## config.mk

```make
export PLATFORM = sky130hd
export DESIGN_NAME = ctrl_class_encoder
export DESIGN_NICKNAME = d
export VERILOG_FILES = /design/src/rtl/ctrl_class_encoder.sv
export SDC_FILE = /design/constraint.sdc
export NUM_CORES = 1
export LEC_CHECK = 0
export ABC_AREA = 1
export CAP_MARGIN = 10
export CORE_MARGIN = 2
export CORE_UTILIZATION = 50
export CTS_BUF_LIST = sky130_fd_sc_hd__clkbuf_16
export DETAILED_ROUTE_END_ITERATION = 7
export DONT_BUFFER_PORTS = 1
export PLACE_DENSITY_LB_ADDON = 0.1
export SLEW_MARGIN = 20
export SYNTH_ARGS = -nofsm -noshare
export SYNTH_HDL_FRONTEND = slang
export SYNTH_SLANG_ARGS = --single-unit
```

## constraint.sdc

```tcl
create_clock -name clk -period 8.66 [get_ports clk]
set_input_delay 0.866 -clock clk [delete_from_list [all_inputs] [get_ports clk]]
set_output_delay 0.866 -clock clk [all_outputs]
set_load 0.005 [all_outputs]
```

## src/rtl/ctrl_class_encoder.sv

```systemverilog
// Passive monitor beside the main control decoder. Each retiring instruction's
// control vector is mapped back to its opcode and instruction class. Vectors the
// decoder never produces are flagged as illegal. The monitor keeps saturating
// per-class statistics and queues the encoded records for a trace consumer,
// which drains them over a valid/ready port.
module ctrl_class_encoder #(
   parameter int DEPTH = 8,   // FIFO entries, power of two, at least 2
   parameter int CNT_W = 16,  // width of each statistics counter
   parameter int PC_W  = 32   // width of the PC tag
) (
   input  logic                       clk,
   input  logic                       rst_n,
   input  logic                       in_valid,
   input  logic                       reg_dst,
   input  logic                       alu_src,
   input  logic                       mem_to_reg,
   input  logic                       reg_write,
   input  logic                       mem_read,
   input  logic                       mem_write,
   input  logic                       branch,
   input  logic [1:0]                 alu_op,
   input  logic [PC_W-1:0]            pc,
   input  logic                       clr_cnts,
   output logic                       out_valid,
   input  logic                       out_ready,
   output logic [5:0]                 out_opcode,
   output logic [2:0]                 out_class,
   output logic                       out_illegal,
   output logic [PC_W-1:0]            out_pc,
   output logic [$clog2(DEPTH+1)-1:0] level,
   output logic                       fifo_full,
   output logic [CNT_W-1:0]           cnt_r,
   output logic [CNT_W-1:0]           cnt_lw,
   output logic [CNT_W-1:0]           cnt_sw,
   output logic [CNT_W-1:0]           cnt_beq,
   output logic [CNT_W-1:0]           cnt_illegal,
   output logic [CNT_W-1:0]           drop_cnt
);

   localparam int PTR_W = $clog2(DEPTH);
   localparam int LVL_W = $clog2(DEPTH+1);
   localparam int REC_W = 6 + 3 + 1 + PC_W;   // {opcode, class, illegal, pc}
   localparam int N_CLS = 5;                  // R, LW, SW, BEQ, illegal

   // Control vectors the decoder produces, ordered
   // {reg_dst, alu_src, mem_to_reg, reg_write, mem_read, mem_write, branch, alu_op}
   localparam logic [8:0] VEC_R   = 9'b1_0_0_1_0_0_0_10;
   localparam logic [8:0] VEC_LW  = 9'b0_1_1_1_1_0_0_00;
   localparam logic [8:0] VEC_SW  = 9'b0_1_0_0_0_1_0_00;
   localparam logic [8:0] VEC_BEQ = 9'b0_0_0_0_0_0_1_01;

   localparam logic [5:0] OP_R   = 6'd0;
   localparam logic [5:0] OP_LW  = 6'd35;
   localparam logic [5:0] OP_SW  = 6'd43;
   localparam logic [5:0] OP_BEQ = 6'd4;
   localparam logic [5:0] OP_ILL = 6'd63;

   typedef enum logic [2:0] {
      CLS_R   = 3'd0,
      CLS_LW  = 3'd1,
      CLS_SW  = 3'd2,
      CLS_BEQ = 3'd3,
      CLS_ILL = 3'd7
   } class_e;

   logic [8:0]       ctrl_vec;
   logic [5:0]       enc_opcode;
   class_e           enc_class;
   logic             enc_illegal;
   logic [N_CLS-1:0] cls_hit;
   logic [REC_W-1:0] rec_in;

   logic             push;
   logic             pop;
   logic             fifo_empty;
   logic             full_int;

   logic [PTR_W-1:0] wr_ptr_reg, wr_ptr_next;
   logic [PTR_W-1:0] rd_ptr_reg, rd_ptr_next;
   logic [LVL_W-1:0] level_reg, level_next;
   logic [REC_W-1:0] out_rec_reg, out_rec_next;
   logic [REC_W-1:0] head_src;
   logic [REC_W-1:0] mem_reg [DEPTH];

   logic [CNT_W-1:0] cnt_val [N_CLS];
   logic [CNT_W-1:0] drop_reg;

   assign ctrl_vec = {reg_dst, alu_src, mem_to_reg, reg_write,
                      mem_read, mem_write, branch, alu_op};

   // Reverse-decode the exact control vector; anything unrecognised is illegal
   always_comb begin
      enc_opcode  = OP_ILL;
      enc_class   = CLS_ILL;
      enc_illegal = 1'b1;
      case (ctrl_vec)
         VEC_R: begin
            enc_opcode  = OP_R;
            enc_class   = CLS_R;
            enc_illegal = 1'b0;
         end
         VEC_LW: begin
            enc_opcode  = OP_LW;
            enc_class   = CLS_LW;
            enc_illegal = 1'b0;
         end
         VEC_SW: begin
            enc_opcode  = OP_SW;
            enc_class   = CLS_SW;
            enc_illegal = 1'b0;
         end
         VEC_BEQ: begin
            enc_opcode  = OP_BEQ;
            enc_class   = CLS_BEQ;
            enc_illegal = 1'b0;
         end
         default: ;
      endcase
   end

   // One-hot select of the statistics counter belonging to the decoded class
   always_comb begin
      cls_hit = '0;
      case (enc_class)
         CLS_R:   cls_hit[0] = 1'b1;
         CLS_LW:  cls_hit[1] = 1'b1;
         CLS_SW:  cls_hit[2] = 1'b1;
         CLS_BEQ: cls_hit[3] = 1'b1;
         default: cls_hit[4] = 1'b1;
      endcase
   end

   assign rec_in = {enc_opcode, enc_class, enc_illegal, pc};

   // Occupancy is tracked explicitly, so full and empty come straight from it
   assign fifo_empty = (level_reg == '0);
   assign full_int   = (level_reg == LVL_W'(DEPTH));

   // A pop frees a slot in the same cycle, so a full FIFO still accepts a push
   assign pop  = !fifo_empty && out_ready;
   assign push = in_valid && (!full_int || pop);

   // Pointer and occupancy update, plus selection of the head after this edge
   always_comb begin
      wr_ptr_next = wr_ptr_reg;
      rd_ptr_next = rd_ptr_reg;
      level_next  = level_reg;
      if (push) begin
         wr_ptr_next = wr_ptr_reg + PTR_W'(1);
      end
      if (pop) begin
         rd_ptr_next = rd_ptr_reg + PTR_W'(1);
      end
      case ({push, pop})
         2'b10:   level_next = level_reg + LVL_W'(1);
         2'b01:   level_next = level_reg - LVL_W'(1);
         default: level_next = level_reg;
      endcase
      // The new record lands in the head slot only when the FIFO is empty after
      // any pop. Otherwise the head is already in storage.
      if (push && (wr_ptr_reg == rd_ptr_next)) begin
         head_src = rec_in;
      end else begin
         head_src = mem_reg[rd_ptr_next];
      end
      // When the FIFO drains, the output register keeps the last head shown
      if (level_next != '0) begin
         out_rec_next = head_src;
      end else begin
         out_rec_next = out_rec_reg;
      end
   end

   // Record storage; the contents need no reset because the output register
   // masks them until they are written
   always_ff @(posedge clk) begin
      if (push) begin
         mem_reg[wr_ptr_reg] <= rec_in;
      end
   end

   // FIFO control state and the registered head record
   always_ff @(posedge clk or negedge rst_n) begin
      if (!rst_n) begin
         wr_ptr_reg  <= '0;
         rd_ptr_reg  <= '0;
         level_reg   <= '0;
         out_rec_reg <= '0;
      end else begin
         wr_ptr_reg  <= wr_ptr_next;
         rd_ptr_reg  <= rd_ptr_next;
         level_reg   <= level_next;
         out_rec_reg <= out_rec_next;
      end
   end

   genvar gi;
   generate
      for (gi = 0; gi < N_CLS; gi++) begin : g_cnt
         logic [CNT_W-1:0] cnt_reg;

         // Saturating count of every valid sample of this class, dropped or not
         always_ff @(posedge clk or negedge rst_n) begin
            if (!rst_n) begin
               cnt_reg <= '0;
            end else if (clr_cnts) begin
               cnt_reg <= '0;
            end else if (in_valid && cls_hit[gi] && (cnt_reg != '1)) begin
               cnt_reg <= cnt_reg + CNT_W'(1);
            end
         end

         assign cnt_val[gi] = cnt_reg;
      end
   endgenerate

   // Saturating count of samples lost because the FIFO was full with no pop
   always_ff @(posedge clk or negedge rst_n) begin
      if (!rst_n) begin
         drop_reg <= '0;
      end else if (clr_cnts) begin
         drop_reg <= '0;
      end else if (in_valid && !push && (drop_reg != '1)) begin
         drop_reg <= drop_reg + CNT_W'(1);
      end
   end

   assign out_valid   = !fifo_empty;
   assign out_opcode  = out_rec_reg[REC_W-1 -: 6];
   assign out_class   = out_rec_reg[PC_W+1 +: 3];
   assign out_illegal = out_rec_reg[PC_W];
   assign out_pc      = out_rec_reg[PC_W-1:0];
   assign level       = level_reg;
   assign fifo_full   = full_int;

   assign cnt_r       = cnt_val[0];
   assign cnt_lw      = cnt_val[1];
   assign cnt_sw      = cnt_val[2];
   assign cnt_beq     = cnt_val[3];
   assign cnt_illegal = cnt_val[4];
   assign drop_cnt    = drop_reg;

endmodule

```

; ---- Word-level counts from Yosys, hierarchy flattened
; Memories as Yosys holds them, arrays and structs flattened. A register that Yosys moved wholly into a read port is not among the register bits.
; Index checks and enable logic that the tools add are counted.
[totals]
reg_bits = 106
ram_bits = 336
output_inout_bits = 144
word_cells = 90
n_memories = 1
[mem_list]
columns = memory, words, word_bits, rd, rd_ports_with_merged_regs, wr, line
row1 = mem_reg, 8, 42, 1, 1, 1, 83  ; logic [REC_W-1:0] mem_reg [DEPTH];
[op_classes]
add_sub_neg = 10
n_eq_ne = 16
muxes = 24
n_reduce_logical = 30
[ops]
columns = op, n
row1 = 16-bit two-way mux, 12
row2 = 16-bit by 1-bit adder with 16-bit output (second input constant), 6
row3 = 16-bit != test (second input constant), 6
row4 = 6-bit case mux with 4 select lines, 1
row5 = 9-bit by 8-bit == test with 1-bit output (second input constant), 2
row6 = 1-bit logical AND, 14
row7 = 3-bit case mux with 4 select lines, 1
row8 = 2-bit nonzero test, 6
row9 = 9-bit by 3-bit == test with 1-bit output (second input constant), 1
row10 = 9-bit == test (second input constant), 1
row11 = 1-bit two-way mux, 8
row12 = 4-bit case mux with 2 select lines, 1
row13 = 4-bit OR reduction, 2
row14 = 3-bit by 1-bit adder with 3-bit output (second input constant), 2
row15 = 3-bit by 2-bit == test with 1-bit output (second input constant), 2
row16 = 4-bit by 1-bit adder with 4-bit output (second input constant), 1
row17 = 4-bit == test (second input constant), 1
row18 = 1-bit logical NOT, 4
row19 = 4-bit logical NOT, 1
row20 = 4-bit nonzero test, 1
row21 = 4-bit by 1-bit subtractor with 4-bit output (second input constant), 1
row22 = 3-bit by 1-bit == test with 1-bit output (second input constant), 1
row23 = 3-bit logical NOT, 1
row24 = 3-bit two-way mux, 1
row25 = other kinds (3), 3

; ---- Depth between registers and ports, before layout
[depth]
ltp_word = 10
ltp_mapped = 18
mapped_depth_nobuf = 16

; ---- Least setup slack after synthesis
; Ideal clock, no wire load.
[synth_path]
path_type = in2reg
from = in out_ready
to = mem mem_reg[0][0] (netlist bit), enable pin
setup_ns = 0.433
arrival_time_ns = 2.884
t_required_ns = 8.227
slack_ns = 5.343
cell_stages = 6
path_cell_list = nand2_8 nand2_1 nand2_1 inv_2 nand2_1 nor2_1
[synth_between]
elab_chain_cells = 5
[synth_rtl]
columns = element, line
row1 = "start, declared", 25  ; input logic out_ready,
row2 = 1-bit logical AND, 140  ; assign pop = !fifo_empty && out_ready;
row3 = 1-bit logical OR, 141  ; assign push = in_valid && (!full_int || pop);
row4 = 1-bit logical AND, 141
row5 = 1-bit two-way mux, 177  ; if (push) begin
row6 = 1-bit two-way mux (not written as such), 178  ; mem_reg[wr_ptr_reg] <= rec_in;
row7 = "end, declared", 83
; Every way passes these cells.

; ---- Worst setup path after layout
[layout_path]
from = reg level_reg[2], in the netlist level[2]
to = reg out_rec_reg[19], read port of mem_reg
[layout_between]
elab_chain_cells = 8
[layout_rtl]
columns = element, line
row1 = "start, declared", 80  ; logic [LVL_W-1:0] level_reg, level_next;
row2 = "start signal, assigned", 192  ; level_reg <= level_next;
row3 = 4-bit logical NOT (*), 136  ; assign fifo_empty = (level_reg == '0);
row4 = 1-bit logical NOT (*), n/a
row5 = named net out_valid, 24  ; output logic out_valid,
row6 = 1-bit logical AND (*), 140
row7 = 1-bit logical OR, 141
row8 = 1-bit logical AND, 141
row9 = 2-bit by 1-bit == test with 1-bit output or 2-bit == test (tied branches), 154  ; case ({push, pop})
row10 = 4-bit case mux with 2 select lines, 154
row11 = 4-bit nonzero test, 167  ; if (level_next != '0) begin
row12 = "end, declared", 81  ; logic [REC_W-1:0] out_rec_reg, out_rec_next;
; Mark *: on every way through the listed nets, which the timed path passes. The rest lies on a longest branch.
; A chain may end at the register's enable or synchronous reset.

==> metrics list <==
- The slowest stage of the critical path is the sky130_fd_sc_hd__nand3_2 cell.
- The number of buffers and inverters on the critical path is 2.
- After detailed routing, the number of remaining DRC violations is 0.
- TritonCTS built the clock tree.
- Launch point of the critical path: level[2]
- The routed design has roughly 58000 um of wire.
* Post-route ant nets: 0
- No sink is reached through more buffers than the 3 on the longest clock path.
* Required time reported for the critical path endpoint: 9130 ps
* Worst Setup End Kind: flop
- The floorplan step defined a core boundary enclosing 43200 sq um.
* Setup violation total in the final timing report: 0
- Buffers inserted during clock tree synthesis total 49.
- VDD IR max: ~0.23 mV
- In the final layout, flip-flops and latches occupy roughly 13000 sq um.
* Worst max-slew margin expressed relative to the limit: 24.4%
- Critical path class: reg -> reg
- Post-Syn Instances: 2351
* Final worst clock skew: 17.2 ps
* Post-Route Setup TNS: 0 ps
- Netlist area before placement: 21900 sq um
* Crit start category: flop
- Flip-flop count of the largest register after layout: 304
* Cell with the most instances on the worst path: sky130_fd_sc_hd__nand2_1
- Overflow left after global routing: 0
- Counting the fill cells in the layout gives 3840.
- At the pin with the least slew margin, the transition time is 1130 ps.
- The multi-input combinational cells in the finished layout cover a total of 7330 sq um.
- The number of global-route vias before repair is 16000.
- Height of the die: about 210 um
- Capture point of the worst reg-to-reg path: out_rec_reg[19]
- After detailed routing, the number of vias per cell comes to 5.69.
- Walking the worst path, the cells encountered are nor2_2 -> nand2_4 -> nand2_8 -> inv_2 -> nand2_1 -> nand2_2 -> buf_4 -> nand2_1 -> nand2_2 -> nand3_2 -> nand3_1 -> nand2_1 -> nand2_1 -> nand2_1.
* Synthesized area divided by synthesized cell count: 9.31 sq um
- Clock insertion delay at the later pin of the skew report: 580 ps
* Setup repair after global routing missed its margin: false
- The synthesized design spends more area on one cell type than any other, namely sky130_fd_sc_hd__edfxtp_1.
* Maximum fanout encountered on the critical timing path: 42
- Entering global routing, the biggest net connects 145 pins.
- The final layout contains between 2000 and 2500 nets.
* Maxcap violations: 0
- Once routing completed, OpenROAD measured the worst setup slack at 4320 ps.
- Measured in cells, the most critical reg-to-reg path has a length of 14.
- Capturing element of the worst setup path: out_rec_reg[19]
- The hold violation count in the final report came to 0.
* Final HPWL from detailed placement: about 33000 um
* Number of buffer cells added on primary ports: 0
- Derived from the worst setup path, the maximum achievable clock frequency is 231 MHz.
- The startpoint identified for the worst register-to-register timing path is level[2].
* Layout Area Growth over Synthesis: 9.21%
* Peak per-stage delay on the critical path: 1110 ps
- Post-CTS resize count: 0
- Io pins: 190
* Total number of vias: around 17000
- Cell class contributing the biggest share of worst-path delay: simple AND/OR/NAND/NOR gates
- Number of distinct library cells after synthesis: 38
- The first detailed-routing pass took 5 iterations.
* Instance count on the critical path: 14
- The first global-routing pass estimated ~91000 um of wire.
* Overall track demand over capacity in global routing: 26.1%
- The share of the Yosys chip area taken by registers is about three fifths.
- Final core area utilization: 55.4%
- Class of the most critical hold timing path: in -> async
- The die is 213 um wide.
* Net count after synthesis: 2408
- Sorting the synthesized cells by area gives the leading types as sky130_fd_sc_hd__edfxtp_1, sky130_fd_sc_hd__dfrtp_1, sky130_fd_sc_hd__nand3_1.
- In the finished design, the share of the clock period the worst path needs comes to 50.1%.
* Effective utilization at floorplan: 50.7%
- Data on the critical path arrives at its endpoint at between 4000 and 5000 ps.
- The post-route netlist has slightly above 6% of its cells at a drive strength greater than 1.
* Hold slack: 237 ps
- Number of placement rows: 76
* CTS H-tree depth: 2
- After synthesis the netlist holds a flip-flop and latch count of roughly 450.
- Buffers inserted by post-CTS timing repair: 0
- Worst-path clk slew: 60 ps
- Clock root cell: sky130_fd_sc_hd__clkbuf_16
- The clock drives 448 sinks.
- Post-placement setup slack: approximately 4300 ps
- Number of antenna violations at the first check in global routing: 0
- The flow ran to the end, and the final reports show no timing, DRC or antenna violations.
* Number of warnings issued by yosys: 0
- Hold-fix buffers at CTS: 1
* Power Density: around 310 nW/um^2
* Die area: ~45000 sq um
- The congestion estimate from routability-driven global placement came to slightly below 0.9.
- The synthesized design devotes to its leading area cell type 41.7% of total area.
- The final count of pins violating max slew was 0.
- In this run, the number of DRC markers left after iteration 0 of detailed routing was 1246.
* Wire length per cell: 19.9 um
* Setup slack of the most critical reg-to-reg path: 4320 ps
* Leakage power: a little over 0.01 uW
- After layout, the minimum clock period comes to 4340 ps.
* Antenna fix cells: 0
## cell usage after synthesis, drive strengths merged
cell and n:
nand3 604, nand2 398, inv 339, edfxtp 304, dfrtp 144, nor2 109, buf 94, nand4 67
xor2 48, o21ai 46, clkbuf 43, nand3b 42, nor3 31, o31ai 26, a21oi 10, ha 10
xnor2 10, nor4 8, or2 7, nor3b 3, o2111ai 2, o21a 2, a31oi 1, and3 1
fa 1, o41ai 1
## worst reg2reg max path: cells and delay by family, from the launching register on
family	cells	cell delay, ps
flip-flops	1	520
AND/OR/NAND/NOR	12	3100
buffers and inverters	2	620
## kinds of logic (layout without fill, tap and decap cells)
family	Yosys count	in the layout	share of synthesized area [%]
and+or+nand+nor	1270	1270	27.5
adders and majority gates	11	11	0.663
DFF	448	448	58.1
buffers and inverters	476	452	8.96
xor gates and xnor gates	58	58	2.32
AOI/OAI and AO/OA	88	88	2.42
## power by group
group	total [uW]	switching, uW	internal, uW
clock network	2160	862	1300
logic	2420	1760	659
registers	2850	218	2630
total	7430	2840	4590
## layer usage
layer  track usage, %  vias to the layer above  part of all wire [%]
met5                0                        -                     0
met4             8.17                        0                   2.6
met3             6.25                       95                   9.0
met2             41.4                      642                    46
met1             35.5                     8006                    42
li1                 -                     7812                     -
## cell type report
cell class                 count  area share [%]
clock buffer                  51            5.34
clock inverter                41            1.66
inverter                     339            5.32
multi-input combinational   1427            30.6
sequential                   448            53.2
tap                          585            3.06
timing repair buffer          21           0.743
## cells in the final DEF (no fill, tap or decap), drive strengths merged, types with 21 or more instances in the layout
cell	Yosys	final
buf	94	21
clkbuf	43	51
clkinv	0	21
dfrtp	144	144
edfxtp	304	304
inv	339	348
nand2	398	398
nand3	604	604
nand3b	42	42
nand4	67	67
nor2	109	109
nor3	31	31
o21ai	46	46
o31ai	26	26
xor2	48	48
## how the worst min path moves through the flow
stage                     depth (start not counted)      endpoint          from  slack (ps)
final                                             1     cnt_r[14]         rst_n         240
after global routing                              1     cnt_r[15]         rst_n         300
after CTS                                         1     cnt_r[14]         rst_n         310
after detailed placement                          1  drop_cnt[14]  drop_cnt[14]         540
after global placement                            1  drop_cnt[14]  drop_cnt[14]         540
after floorplan                                   1   drop_cnt[4]   drop_cnt[3]         500
## per-stage QoR
step                cell area [sq um]  total power [uW]  cells
CTS                             23900              7490   2912
detailed placement              22200              5290   2819
floorplan                       21900              4580   2351
global placement                22200              5240   2819
global route                    23900              7860   2912
finish                          23900              7430   2912
No activity file was read; power rests on OpenSTA's default activity.
